==> config.mk <==
export PLATFORM = sky130hd
export DESIGN_NAME = s_axil_register_file
export DESIGN_NICKNAME = d
export VERILOG_FILES = /design/src/rtl/axil_pkg.sv /design/src/rtl/axil_reg_bank.sv /design/src/rtl/s_axil_register_file.sv
export SDC_FILE = /design/constraint.sdc
export NUM_CORES = 1
export LEC_CHECK = 0
export ABC_CLOCK_PERIOD_IN_PS = 3900
export CORE_ASPECT_RATIO = 0.7
export CORE_MARGIN = 3
export CORE_UTILIZATION = 61
export CTS_BUF_LIST = sky130_fd_sc_hd__clkbuf_4 sky130_fd_sc_hd__clkbuf_8
export DETAILED_ROUTE_END_ITERATION = 7
export PLACE_DENSITY_LB_ADDON = 0.3
export SLEW_MARGIN = 5
export SYNTH_ARGS = -nofsm -noshare
export SYNTH_HDL_FRONTEND = slang
export SYNTH_HIERARCHICAL = 1
export SYNTH_SLANG_ARGS = --single-unit
==> constraint.sdc <==
create_clock -name ACLK -period 3.9 [get_ports ACLK]
set_clock_uncertainty 0.15 [all_clocks]
set_input_delay 0.78 -clock ACLK [delete_from_list [all_inputs] [get_ports ACLK]]
set_output_delay 0.78 -clock ACLK [all_outputs]
set_load 0.02 [all_outputs]
==> src/rtl/axil_pkg.sv <==
// rtl/axil_pkg.sv - shared response codes, sizes and FSM state types for the AXI-Lite register file
package axil_pkg;

  localparam logic [1:0] RESP_OKAY   = 2'b00;
  localparam logic [1:0] RESP_SLVERR = 2'b10;
  localparam int         NUM_REG     = 16;
  localparam int         IDX_W       = 4;

  typedef enum logic [2:0] {
    W_INIT,
    W_IDLE,
    W_HAVE_ADDR,
    W_HAVE_DATA,
    W_RESP
  } wr_state_t;

  typedef enum logic [1:0] {
    R_INIT,
    R_IDLE,
    R_DATA
  } rd_state_t;

endpackage

==> src/rtl/axil_reg_bank.sv <==
// rtl/axil_reg_bank.sv - 16-entry register storage, byte-enabled sync write, combinational read
module axil_reg_bank
  import axil_pkg::*;
#(
  parameter int DATA_W = 32
) (
  input  logic                i_clk,
  input  logic                i_resetn,
  input  logic                i_we,
  input  logic [IDX_W-1:0]    i_waddr,
  input  logic [DATA_W-1:0]   i_wdata,
  input  logic [DATA_W/8-1:0] i_wstrb,
  input  logic [IDX_W-1:0]    i_raddr,
  output logic [DATA_W-1:0]   o_rdata
);

  logic [DATA_W-1:0] r_mem [NUM_REG];

  always_ff @(posedge i_clk) begin
    if (!i_resetn) begin
      for (int i = 0; i < NUM_REG; i++) begin
        r_mem[i] <= '0;
      end
    end else if (i_we) begin
      for (int b = 0; b < DATA_W/8; b++) begin
        if (i_wstrb[b]) begin
          r_mem[i_waddr][8*b +: 8] <= i_wdata[8*b +: 8];
        end
      end
    end
  end

  // Read port sees the pre-write value on a same-edge read/write.
  assign o_rdata = r_mem[i_raddr];

endmodule

==> src/rtl/s_axil_register_file.sv <==
// rtl/s_axil_register_file.sv - AXI4-Lite slave with 16 x 32-bit registers, independent write/read FSMs
module s_axil_register_file
  import axil_pkg::*;
#(
  parameter int S_AXI_DATA_WIDTH = 32,
  parameter int S_AXI_ADDR_WIDTH = 32
) (
  input  logic                          ACLK,
  input  logic                          ARESET,
  input  logic [S_AXI_ADDR_WIDTH-1:0]   AWADDR,
  input  logic                          AWVALID,
  output logic                          AWREADY,
  input  logic [S_AXI_DATA_WIDTH-1:0]   WDATA,
  input  logic [S_AXI_DATA_WIDTH/8-1:0] WSTRB,
  input  logic                          WVALID,
  output logic                          WREADY,
  output logic [1:0]                    BRESP,
  output logic                          BVALID,
  input  logic                          BREADY,
  input  logic [S_AXI_ADDR_WIDTH-1:0]   ARADDR,
  input  logic                          ARVALID,
  output logic                          ARREADY,
  output logic [S_AXI_DATA_WIDTH-1:0]   RDATA,
  output logic [1:0]                    RRESP,
  output logic                          RVALID,
  input  logic                          RREADY
);

  localparam int STRB_W = S_AXI_DATA_WIDTH / 8;

  wr_state_t                   r_wstate, w_wnext;
  rd_state_t                   r_rstate, w_rnext;
  logic [S_AXI_ADDR_WIDTH-1:0] r_awaddr;
  logic [S_AXI_DATA_WIDTH-1:0] r_wdata;
  logic [STRB_W-1:0]           r_wstrb;
  logic [1:0]                  r_bresp;
  logic [S_AXI_DATA_WIDTH-1:0] r_rdata;
  logic [1:0]                  r_rresp;

  logic                        w_aw_hs, w_w_hs, w_ar_hs, w_commit;
  logic [S_AXI_ADDR_WIDTH-1:0] w_waddr_sel;
  logic [S_AXI_DATA_WIDTH-1:0] w_wdata_sel;
  logic [STRB_W-1:0]           w_wstrb_sel;
  logic                        w_wr_in_range, w_rd_in_range;
  logic [S_AXI_DATA_WIDTH-1:0] w_bank_rdata;
  logic                        w_unused;

  assign AWREADY = (r_wstate == W_IDLE) || (r_wstate == W_HAVE_DATA);
  assign WREADY  = (r_wstate == W_IDLE) || (r_wstate == W_HAVE_ADDR);
  assign BVALID  = (r_wstate == W_RESP);
  assign BRESP   = r_bresp;
  assign ARREADY = (r_rstate == R_IDLE);
  assign RVALID  = (r_rstate == R_DATA);
  assign RDATA   = r_rdata;
  assign RRESP   = r_rresp;

  assign w_aw_hs = AWVALID && AWREADY;
  assign w_w_hs  = WVALID && WREADY;
  assign w_ar_hs = ARVALID && ARREADY;

  // Whichever half arrived first was latched; the other comes straight off the bus.
  assign w_waddr_sel   = (r_wstate == W_HAVE_ADDR) ? r_awaddr : AWADDR;
  assign w_wdata_sel   = (r_wstate == W_HAVE_DATA) ? r_wdata  : WDATA;
  assign w_wstrb_sel   = (r_wstate == W_HAVE_DATA) ? r_wstrb  : WSTRB;
  assign w_wr_in_range = ~|w_waddr_sel[S_AXI_ADDR_WIDTH-1:6];
  assign w_rd_in_range = ~|ARADDR[S_AXI_ADDR_WIDTH-1:6];
  assign w_unused      = &{1'b0, w_waddr_sel[1:0], ARADDR[1:0]};

  always_comb begin
    w_wnext  = r_wstate;
    w_commit = 1'b0;
    case (r_wstate)
      W_INIT: w_wnext = W_IDLE;
      W_IDLE: begin
        if (w_aw_hs && w_w_hs) begin
          w_wnext  = W_RESP;
          w_commit = 1'b1;
        end else if (w_aw_hs) begin
          w_wnext = W_HAVE_ADDR;
        end else if (w_w_hs) begin
          w_wnext = W_HAVE_DATA;
        end
      end
      W_HAVE_ADDR: begin
        if (w_w_hs) begin
          w_wnext  = W_RESP;
          w_commit = 1'b1;
        end
      end
      W_HAVE_DATA: begin
        if (w_aw_hs) begin
          w_wnext  = W_RESP;
          w_commit = 1'b1;
        end
      end
      W_RESP: begin
        if (BREADY) w_wnext = W_IDLE;
      end
      default: w_wnext = W_INIT;
    endcase
  end

  always_comb begin
    w_rnext = r_rstate;
    case (r_rstate)
      R_INIT: w_rnext = R_IDLE;
      R_IDLE: begin
        if (w_ar_hs) w_rnext = R_DATA;
      end
      R_DATA: begin
        if (RREADY) w_rnext = R_IDLE;
      end
      default: w_rnext = R_INIT;
    endcase
  end

  always_ff @(posedge ACLK) begin
    if (!ARESET) begin
      r_wstate <= W_INIT;
      r_rstate <= R_INIT;
      r_awaddr <= '0;
      r_wdata  <= '0;
      r_wstrb  <= '0;
      r_bresp  <= RESP_OKAY;
      r_rdata  <= '0;
      r_rresp  <= RESP_OKAY;
    end else begin
      r_wstate <= w_wnext;
      r_rstate <= w_rnext;
      if (w_aw_hs) r_awaddr <= AWADDR;
      if (w_w_hs) begin
        r_wdata <= WDATA;
        r_wstrb <= WSTRB;
      end
      if (w_commit) r_bresp <= w_wr_in_range ? RESP_OKAY : RESP_SLVERR;
      if (w_ar_hs) begin
        r_rdata <= w_rd_in_range ? w_bank_rdata : '0;
        r_rresp <= w_rd_in_range ? RESP_OKAY : RESP_SLVERR;
      end
    end
  end

  axil_reg_bank #(
    .DATA_W (S_AXI_DATA_WIDTH)
  ) u_bank (
    .i_clk    (ACLK),
    .i_resetn (ARESET),
    .i_we     (w_commit && w_wr_in_range),
    .i_waddr  (w_waddr_sel[5:2]),
    .i_wdata  (w_wdata_sel),
    .i_wstrb  (w_wstrb_sel),
    .i_raddr  (ARADDR[5:2]),
    .o_rdata  (w_bank_rdata)
  );

endmodule
; ---- Yosys cells after proc, flatten, opt, wreduce, memory -nomap -nowiden
; Memory sizes are Yosys's and may differ from the RTL's.
; Index checks and enable logic that the tools add are counted.
[totals]
mem_bits_rw = 512
elab_cells = 76
latchBits = 0
out_inout_bits = 41
memories = 1
in_bits = 107
register_bits = 109
rom_bits = 0
[mem_list]
columns = name, words, width, rd, rd_clocked_by_memory_dff, wr, line_no
row1 = u_bank.r_mem, 16, 32, 1, 0, 16, axil_reg_bank.sv:17  ; logic [DATA_W-1:0] r_mem [NUM_REG];
[classes]
muxes = 40
bitwise_logic = 0
n_lt_le_gt_ge = 0
div = 0
n_addsub = 0
n_eq_ne = 12
n_mul = 0
n_reduce_logical = 15
shift = 0
[ops]
columns = op, n
row1 = 32-bit 2-to-1 mux, 4
row2 = 26-bit OR reduction, 2
row3 = 32-bit OR reduction, 1
row4 = 1-bit 2-to-1 mux, 20
row5 = 3-bit 2-to-1 mux, 6
row6 = 3-bit case mux with 5 select lines, 1
row7 = 4-bit 2-to-1 mux, 3
row8 = 2-bit 2-to-1 mux, 4
row9 = "3-bit by 2-bit == test with 1-bit output, second input constant", 2
row10 = "2-bit by 1-bit inequality test with 1-bit output, second input constant", 3
row11 = 2-bit case mux with 3 select lines, 1
row12 = 1-bit logical AND, 5
row13 = "2-bit inequality test, second input constant", 2
row14 = "4-bit by 3-bit inequality test with 1-bit output, second input constant", 1
row15 = 4-bit AND reduction, 1
row16 = "3-bit by 1-bit == test with 1-bit output, second input constant", 1
row17 = "3-bit == test, second input constant", 1
row18 = 3-bit zero test, 1
row19 = 1-bit case mux with 3 select lines, 1
row20 = "2-bit by 1-bit == test with 1-bit output, second input constant", 1
row21 = "2-bit == test, second input constant", 1
row22 = 2-bit zero test, 1
row23 = 1-bit logical OR, 2
row24 = 2-bit AND reduction, 1
row25 = 1-bit zero test, 1

; ---- Depth between registers and ports, before layout
; Gate-level depths: netlist of run 1.
[depth]
word_depth = 12
mapped_depth = 10
depth_no_buf = 7

; ---- Hierarchy
; Netlist of run 1, hierarchy kept.
[by_module_without_submodules]
columns = module, instances, area_each_um2, seq_area_each_um2, cells_per_inst
row1 = axil_reg_bank, 1, 22175.0, 15374.7, 1527
row2 = s_axil_register_file, 1, 5122.4, 2102.0, 581

; ---- Least setup slack after synthesis of run 1
; Ideal clock, no wire load.
[synth_path]
path_type = register to register
from = reg r_wstate[1]
to = mem u_bank.r_mem[4][16] (enable)
path_slack_ns = 0.682
setup_time_ns = 0.384
arrival_time_ns = 2.684
path_stages_with_launch = 8
n_path_buf = 3
period_less_slack_ns = 3.218
t_required_ns = 3.366
path_cell_list = dfxtp_1 -> buf_2 -> nor3b_2 -> mux2_2 -> buf_2 -> or4b_1 -> buf_2 -> o21ai_0
[synth_lines]
columns = element, line_no
row1 = start: declaration, s_axil_register_file.sv:31  ; wr_state_t r_wstate, w_wnext;
row2 = start signal: assignment, s_axil_register_file.sv:128  ; r_wstate <= w_wnext;
row3 = end: declaration, axil_reg_bank.sv:17

; ---- Worst setup path in the final report of run 1
[layout_path]
from = reg r_wstate[0]
to = out WREADY
[layout_between]
elab_chain_cells = 2
elab_cells_between_ends = 3
cone_classes = eq/ne (2) / reduce/logical (1)
[layout_rtl]
columns = element, line_no
row1 = 3-bit by 1-bit == test with 1-bit output or 3-bit by 2-bit == test with 1-bit output (tied branches), s_axil_register_file.sv:49  ; assign WREADY = (r_wstate == W_IDLE) || (r_wstate == W_HAVE_ADDR);
row2 = 1-bit logical OR (*), s_axil_register_file.sv:49
row3 = end: declaration, s_axil_register_file.sv:16  ; output logic WREADY,
; Mark *: on every way between the ends. The rest lies on a longest branch, timed or not.

==> results of run 1 <==
==> worst max-delay path by stage <==
stage                      startpoint                   end  slack [ns]  cells after the start
after floorplan           r_wstate[1]   u_bank/r_mem[4][16]        0.68                      7
after global placement      AWADDR[6]  u_bank/r_mem[12][26]        0.28                     10
after detailed placement    AWADDR[6]  u_bank/r_mem[14][18]        0.26                     10
after CTS                 r_wstate[0]                WREADY        0.60                      3
after global routing      r_wstate[0]                WREADY        0.54                      3
final                     r_wstate[0]                WREADY        0.63                      3
==> state kept, by name, indices dropped and copies added, names as in the netlist <==
register and flops:
u_bank/r_mem 512, r_wstate 3, r_awaddr 30, r_rstate 2, BRESP 1, RDATA 32
r_wdata 32, RRESP 1, r_wstrb 4
==> cell type report <==
type | instances | area, um^2
antenna | 1 | 2.50
clock buffer | 141 | 1670
clock inverter | 24 | 128
fill | 2804 | 12200
inverter | 33 | 124
multi-input combinational | 1275 | 8840
sequential | 617 | 17500
tap | 594 | 743
timing repair buffer | 316 | 2800
==> synth_stat cells (9+ instances only) <==
master | n | area, um^2
buf_2 | 32 | 160
nor2_1 | 482 | 1810
and2_1 | 77 | 482
a22oi_1 | 64 | 480
nor4_1 | 16 | 100
nand2_1 | 237 | 890
nor2b_1 | 12 | 75.1
o21ai_0 | 64 | 320
edfxtp_1 | 512 | 15400
a21boi_0 | 62 | 465
dfxtp_1 | 105 | 2100
inv_1 | 33 | 124
mux4_2 | 128 | 2880
clkbuf_1 | 118 | 443
o31ai_2 | 29 | 363
mux2_2 | 40 | 450
nand3_1 | 9 | 45.0
buf_4 | 17 | 128
==> critical path, delay by kind of cell, from the launching register on <==
kind / cells / cell delay [ns]
buf+inv: 1 / 0.62
flops: 1 / 0.60
xor+xnor: 1 / 0.29
simple gates: 1 / 0.18
==> per-stage QoR <==
stage / hold slack, ns / instances
6_report: 0.309 / 3001
5_1_grt: 0.335 / 3001
4_1_cts: 0.314 / 3000
3_5_place_dp: 0.305 / 2835
3_3_place_gp: 0.289 / 2835
2_1_floorplan: 0.283 / 2109
==> metal layers <==
metal  part of all wire (%)  global-route usage [%]
met1                     39                    41.9
met2                     45                    43.5
met3                     14                    8.57
met4                    2.1                    8.22
met5                  0.018                       0
==> cells by family after synthesis <==
group | Yosys count | share of synthesized area (%)
buf+inv | 217 | 3.64
simple gates | 864 | 13.6
compound gates | 239 | 6.48
mux | 169 | 12.2
flops | 617 | 64.0
other cells | 1 | 0.0137
xor+xnor | 1 | 0.0321
==> power groups by stage <==
| stage | Sequential (mW) | Clock [mW] | Combinational (mW) |
|---|---|---|---|
| finish | 7.44 | 5.14 | 1.27 |
| global route | 7.45 | 5.49 | 1.35 |
| CTS | 7.44 | 5.22 | 1.25 |
| detailed placement | 7.58 | 0 | 1.24 |
| global placement | 7.55 | 0 | 1.21 |
| floorplan | 7.54 | 0 | 0.738 |
==> cells in the final DEF, fill, tap and decap left out, drive strengths merged, types with 2 or more instances in the layout <==
| cell | netlist | layout |
|---|---|---|
| a21boi | 66 | 66 |
| a21oi | 4 | 4 |
| a22oi | 64 | 64 |
| and2 | 77 | 77 |
| and3 | 5 | 5 |
| buf | 66 | 177 |
| clkbuf | 118 | 142 |
| clkdlybuf4s50 | 0 | 138 |
| clkinv | 0 | 18 |
| clkinvlp | 0 | 2 |
| conb | 1 | 2 |
| dfxtp | 105 | 105 |
| edfxtp | 512 | 512 |
| inv | 33 | 37 |
| mux2 | 40 | 40 |
| mux4 | 128 | 128 |
| nand2 | 238 | 238 |
| nand3 | 10 | 10 |
| nand3b | 2 | 2 |
| nand4 | 6 | 6 |
| nor2 | 485 | 485 |
| nor2b | 13 | 13 |
| nor3 | 3 | 3 |
| nor3b | 2 | 2 |
| nor4 | 19 | 19 |
| o21a | 2 | 2 |
| o21ai | 66 | 66 |
| o221a | 2 | 2 |
| o22ai | 2 | 2 |
| o31ai | 32 | 32 |
==> metrics.csv, run 1 <==
stage,metric,value,unit
drt,DR iter-0 viols,2476,
floorplan,core area,0.0440,mm^2
clocking,clock-pin slew of the registers on the worst-case setup and hold paths,0.06,ns
floorplan,initial core utilization,62.1,%
clocking,CTS sink cnt,617,
grt,vias in the first global route,18300,
floorplan,Die H,183,um
outcome,status,finished clean,
grt,initial antenna violation count,2,
worst_hold_path,hold wc startpoint,r_wdata[19],
setup_path,max incr delay on CP,0.62,ns
floorplan,die width,259,um
drt,final WL,67700,um
synth,Post-synth ARST share,0,%
cells_and_area,final design area excluding fillers,0.0318,mm^2
pwr,sequential power share,53.7,%
cells_and_area,share of layout cells above drive strength 1,22.7,%
sta,Final period util,83.9,%
synth,"flops & latches, synth",617,
drt,Pre-antenna DRT Iters,8,
sta,Max Freq,306,MHz
setup_path,"Slowest-stage cell, CP",clkdlybuf4s50_1,
cells_and_area,fin nets,2439,
pwr,Lkg Pwr,11.0,nW
sta,Worst Max-Slew Pin Slew,1.02,ns
placed_design,# port buffers,141,
clocking,# Post-CTS Setup Buffers,0,
synth,ys flop type,edfxtp_1,
setup_path,R2R setup slack,0.66,ns
drt,via/cell ratio,6.10,
clocking,Resized cells post-CTS,0,
grt,pin count of the biggest net entering global routing,56,
sta,Final Hold Violating Endpoints,0,
setup_path,Startpoint Class,flip-flop,
grt,Overall Global Routing Usage,29.0,%
pwr,NetSw,3.27,mW
synth,number of synthesized flops with an enable pin,512,
sta,Tmin final,3.27,ns
cells_and_area,Area growth syn-to-layout,16.4,%
synth,YS warnings,6,
floorplan,die footprint,0.0474,mm^2
synth,Cells after Synth,2108,
sta,setup TNS,0,ns
setup_path,CP arrival,2.34,ns
pwr,pwr/cell area,436,mW/mm^2
setup_path,worst r2r src,r_wstate[1],
sta,final number of setup-violating endpoints,0,
synth,"Avg Cell Area, Syn",12.9,um^2
placed_design,"Cell Area, Placed",0.0300,mm^2
sta,normalized max-slew margin,31.8,%
grt,total global routing overflow,0,
placed_design,RD Place Congestion,0.861,
setup_path,reg2reg path depth,6,
pwr,peak supply drop,0.360,mV
synth,Netlist cell types,49,
sta,final worst slack,0.629,ns
cells_and_area,Finished Core Util,72.3,%
clocking,maximum clock path buffer count,3,
clocking,Worst-Skew Late Latency,0.67,ns
clocking,CTS tree,yes,
sta,fin. max-slew vios,0,
pwr,Clk network pwr share,37.1,%
worst_hold_path,Worst Hold Depth,2,
setup_path,critical path class,flip-flop to primary output,
clocking,cts bufs inserted,89,
worst_hold_path,hold endpoint,r_wdata[19],
pwr,combinational cell fraction of total power,9.2,%
pwr,Switching Fraction,23.6,%
worst_hold_path,Hold Crit Class,flip-flop to flip-flop,
drt,DR WL/cell,22.6,um
drt,residual DRC count,0,
setup_path,"Max FO, Critical Path",12,
clocking,Hold Buf Count CTS,0,
setup_path,Critical R2R Capture,u_bank/r_mem[3][24],
pwr,Power Total,13.8,mW
floorplan,Cell Rows,64,
setup_path,crit-path cells,xor2_1 > and2_1 > clkdlybuf4s50_1,
synth,Synth Cell Area,0.0273,mm^2
placed_design,hpwl dp,45700,um
setup_path,nature of the critical path endpoint,primary output,
drt,Antenna Nets Post-Route,0,
grt,first-pass GRT wire length,104000,um
synth,"Seq/Total Area, Yosys",64.0,%
setup_path,"Req. time, crit path",2.97,ns
pwr,Int Power,10.6,mW
clocking,H-Tree Depth,3,
drt,via count,18300,
floorplan,IO Count,148,
placed_design,Setup WS pre-CTS,0.261,ns
flow_run,max cap viols,0,
sta,unrepaired setup endpoints after global routing,no,
clocking,clk root buf,clkbuf_8,
(Power assumes the default switching activity.)
==> run 2: changes to the inputs <==
ABC_CLOCK_PERIOD_IN_PS = 2690   (was 3900)
CORE_UTILIZATION = 56   (was 61)
clock period = 2.69 ns   (was 3.9 ns; I/O delays follow)
==> metrics.csv, run 2 (synthesis results as in run 1) <==
stage,metric,value,unit,change
pwr,Switching Fraction,23.9,%,was 23.6%
floorplan,Die H,191,um,was 183 um
pwr,Lkg Pwr,11.5,nW,was 11.0 nW
sta,Final Hold Violating Endpoints,0,,unchanged
placed_design,Setup WS pre-CTS,-0.676,ns,was 0.261 ns
setup_path,nature of the critical path endpoint,flip-flop,,was primary output
grt,total global routing overflow,0,,unchanged
cells_and_area,max reg flops,512,,unchanged
sta,Final period util,97.6,%,
cells_and_area,Area growth syn-to-layout,20.9,%,was 16.4%
cells_and_area,multi-input logic area,0.00898,mm^2,was 0.00884 mm^2
placed_design,hpwl dp,50100,um,"was 45,700 um"
cells_and_area,"most common cell after layout, fill and taps aside",edfxtp_1,,unchanged
clocking,CTS sink cnt,617,,unchanged
drt,Antenna Nets Post-Route,0,,unchanged
setup_path,"Req. time, crit path",2.87,ns,was 2.97 ns
drt,Pre-antenna DRT Iters,5,,was 8
outcome,status,finished clean,,unchanged
cells_and_area,fin nets,2492,,"was 2,439"
sta,final worst slack,0.0647,ns,was 0.629 ns
pwr,Clk network pwr share,36.0,%,was 37.1%
cells_and_area,# diodes,0,,was 1
placed_design,Placed Cells,2950,,"was 2,835"
clocking,# Post-CTS Setup Buffers,0,,unchanged
floorplan,initial core utilization,56.8,%,was 62.1%
grt,Overall Global Routing Usage,28.5,%,was 29.0%
worst_hold_path,Worst Hold Depth,2,,unchanged
drt,via count,18600,,"was 18,300"
sta,Worst Max-Slew Pin Slew,0.518,ns,was 1.02 ns
drt,residual DRC count,0,,unchanged
grt,vias in the first global route,18200,,"was 18,300"
pwr,combinational cell fraction of total power,9.7,%,was 9.2%
grt,first-pass GRT wire length,110000,um,"was 104,000 um"
cells_and_area,Filler cells,3273,,"was 2,804"
clocking,Worst-Skew Late Latency,0.68,ns,was 0.67 ns
drt,via/cell ratio,5.98,,was 6.10
sta,fin. max-slew vios,0,,unchanged
grt,initial antenna violation count,1,,was 2
sta,final number of setup-violating endpoints,0,,unchanged
clocking,clock-pin slew of the registers on the worst-case setup and hold paths,0.06,ns,about the same
setup_path,CP arrival,2.81,ns,was 2.34 ns
sta,normalized max-slew margin,65.5,%,was 31.8%
sta,worst hold margin,0.150,ns,was 0.309 ns
floorplan,Cell Rows,67,,was 64
setup_path,reg2reg path depth,5,,was 6
pwr,Int Power,15.2,mW,was 10.6 mW
cells_and_area,most frequent cells in the layout,"512 x edfxtp_1, 478 x nor2_1, 237 x nand2_1",,"was 512 x edfxtp_1, 481 x nor2_1, 237 x nand2_1"
pwr,sequential power share,54.3,%,was 53.7%
grt,pin count of the biggest net entering global routing,84,,was 56
drt,final WL,72800,um,"was 67,700 um"
sta,Max Freq,381,MHz,
sta,Tmin final,2.63,ns,
setup_path,critical path class,flip-flop to flip-flop,,was flip-flop to primary output
clocking,H-Tree Depth,3,,unchanged
sta,setup TNS,0,ns,unchanged
placed_design,RD Place Congestion,0.893,,was 0.861
pwr,peak supply drop,0.376,mV,was 0.360 mV
cells_and_area,Non-Filler Instances,3106,,"was 3,001"
drt,DR WL/cell,23.4,um,was 22.6 um
cells_and_area,Top reg by flops,u_bank/r_mem,,unchanged
cells_and_area,FF/Latch Area,0.0175,mm^2,about the same
clocking,clk root buf,clkbuf_8,,unchanged
clocking,cts bufs inserted,88,,was 89
worst_hold_path,Hold Crit Class,input port to flip-flop,,was flip-flop to flip-flop
floorplan,IO Count,148,,unchanged
setup_path,"Max FO, Critical Path",8,,was 12
cells_and_area,share of layout cells above drive strength 1,24.5,%,was 22.7%
flow_run,max cap viols,0,,unchanged
placed_design,# port buffers,141,,unchanged
drt,DR iter-0 viols,2122,,"was 2,476"
pwr,NetSw,4.77,mW,was 3.27 mW
clocking,maximum clock path buffer count,3,,unchanged
clocking,CTS tree,yes,,unchanged
floorplan,core area,0.0480,mm^2,was 0.0440 mm^2
pwr,pwr/cell area,604,mW/mm^2,was 436 mW/mm^2
floorplan,die width,270,um,was 259 um
floorplan,die footprint,0.0515,mm^2,was 0.0474 mm^2
cells_and_area,Finished Core Util,68.7,%,was 72.3%
setup_path,Startpoint Class,flip-flop,,unchanged
run 2: changes by cell type in the layout (fill, tap and decap cells not counted), moves of 7 or more:
cell	before	now
buf_12	6	66
o21ai_2	0	7
clkinv_1	10	25
clkbuf_8	98	90
o21ai_0	64	10
buf_4	171	164
o21ai_1	2	45
clkbuf_4	44	25
run 2: layer usage:
layer  track usage (%)  vias up  wire length [um]
met5                 0        -                 0
met3              10.7      162             10600
met4              9.77        0              2200
met1              40.3     9074             29000
met2              41.0     1232             31000
li1                  -     8118                 -
run 2: metrics by stage:
step	power (mW)	cell area, um^2
after floorplan	12.0	27400
after CTS	20.0	33000
final	19.9	33000
after global routing	20.6	33000
after global placement	12.8	31300
after detailed placement	12.9	31300
run 2: final cells by class:
class	count	share of cell area [%]
Inverter	33	0.375
Clock buffer	114	4.28
Timing Repair Buffer	370	12.0
Tap cell	655	2.48
Sequential cell	617	52.9
Clock inverter	42	0.758
Multi-Input combinational cell	1275	27.2
run 2: worst max-delay path, cell delays in order, from the launching register on:
cell and delay [ns]:
dfxtp_1 0.34, nor3b_4 0.41, mux2_4 0.37, or4b_4 0.55, buf_4 0.20, o21ai_4 0.27
run 2: path summary, 6_finish.rpt:
check / from / to / slack (ns)
setup / recovery: r_wstate[0] / u_bank/r_mem[4][23] / 0.06
hold / removal: ARESET / r_awaddr[5] / 0.15
setup reg to reg: r_wstate[0] / u_bank/r_mem[4][23] / 0.06
hold reg to reg: r_wstrb[0] / r_wstrb[0] / 0.31
run 2: what timing repair did:
| action | in CTS | in global routing |
|---|---|---|
| hold buffers | 0 | 0 |
| setup endpoints to repair | 3 | 476 |
| resized for setup | 4 | 20 |
| pin swaps | 0 | 3 |
run 2: power groups by stage:
stage	logic (mW)	registers [mW]	clock network, mW
final	1.94	10.8	7.17
after detailed placement	1.91	11.0	0
after global routing	2.08	10.8	7.65
after floorplan	1.10	10.9	0
after CTS	1.92	10.8	7.27
after global placement	1.86	11.0	0
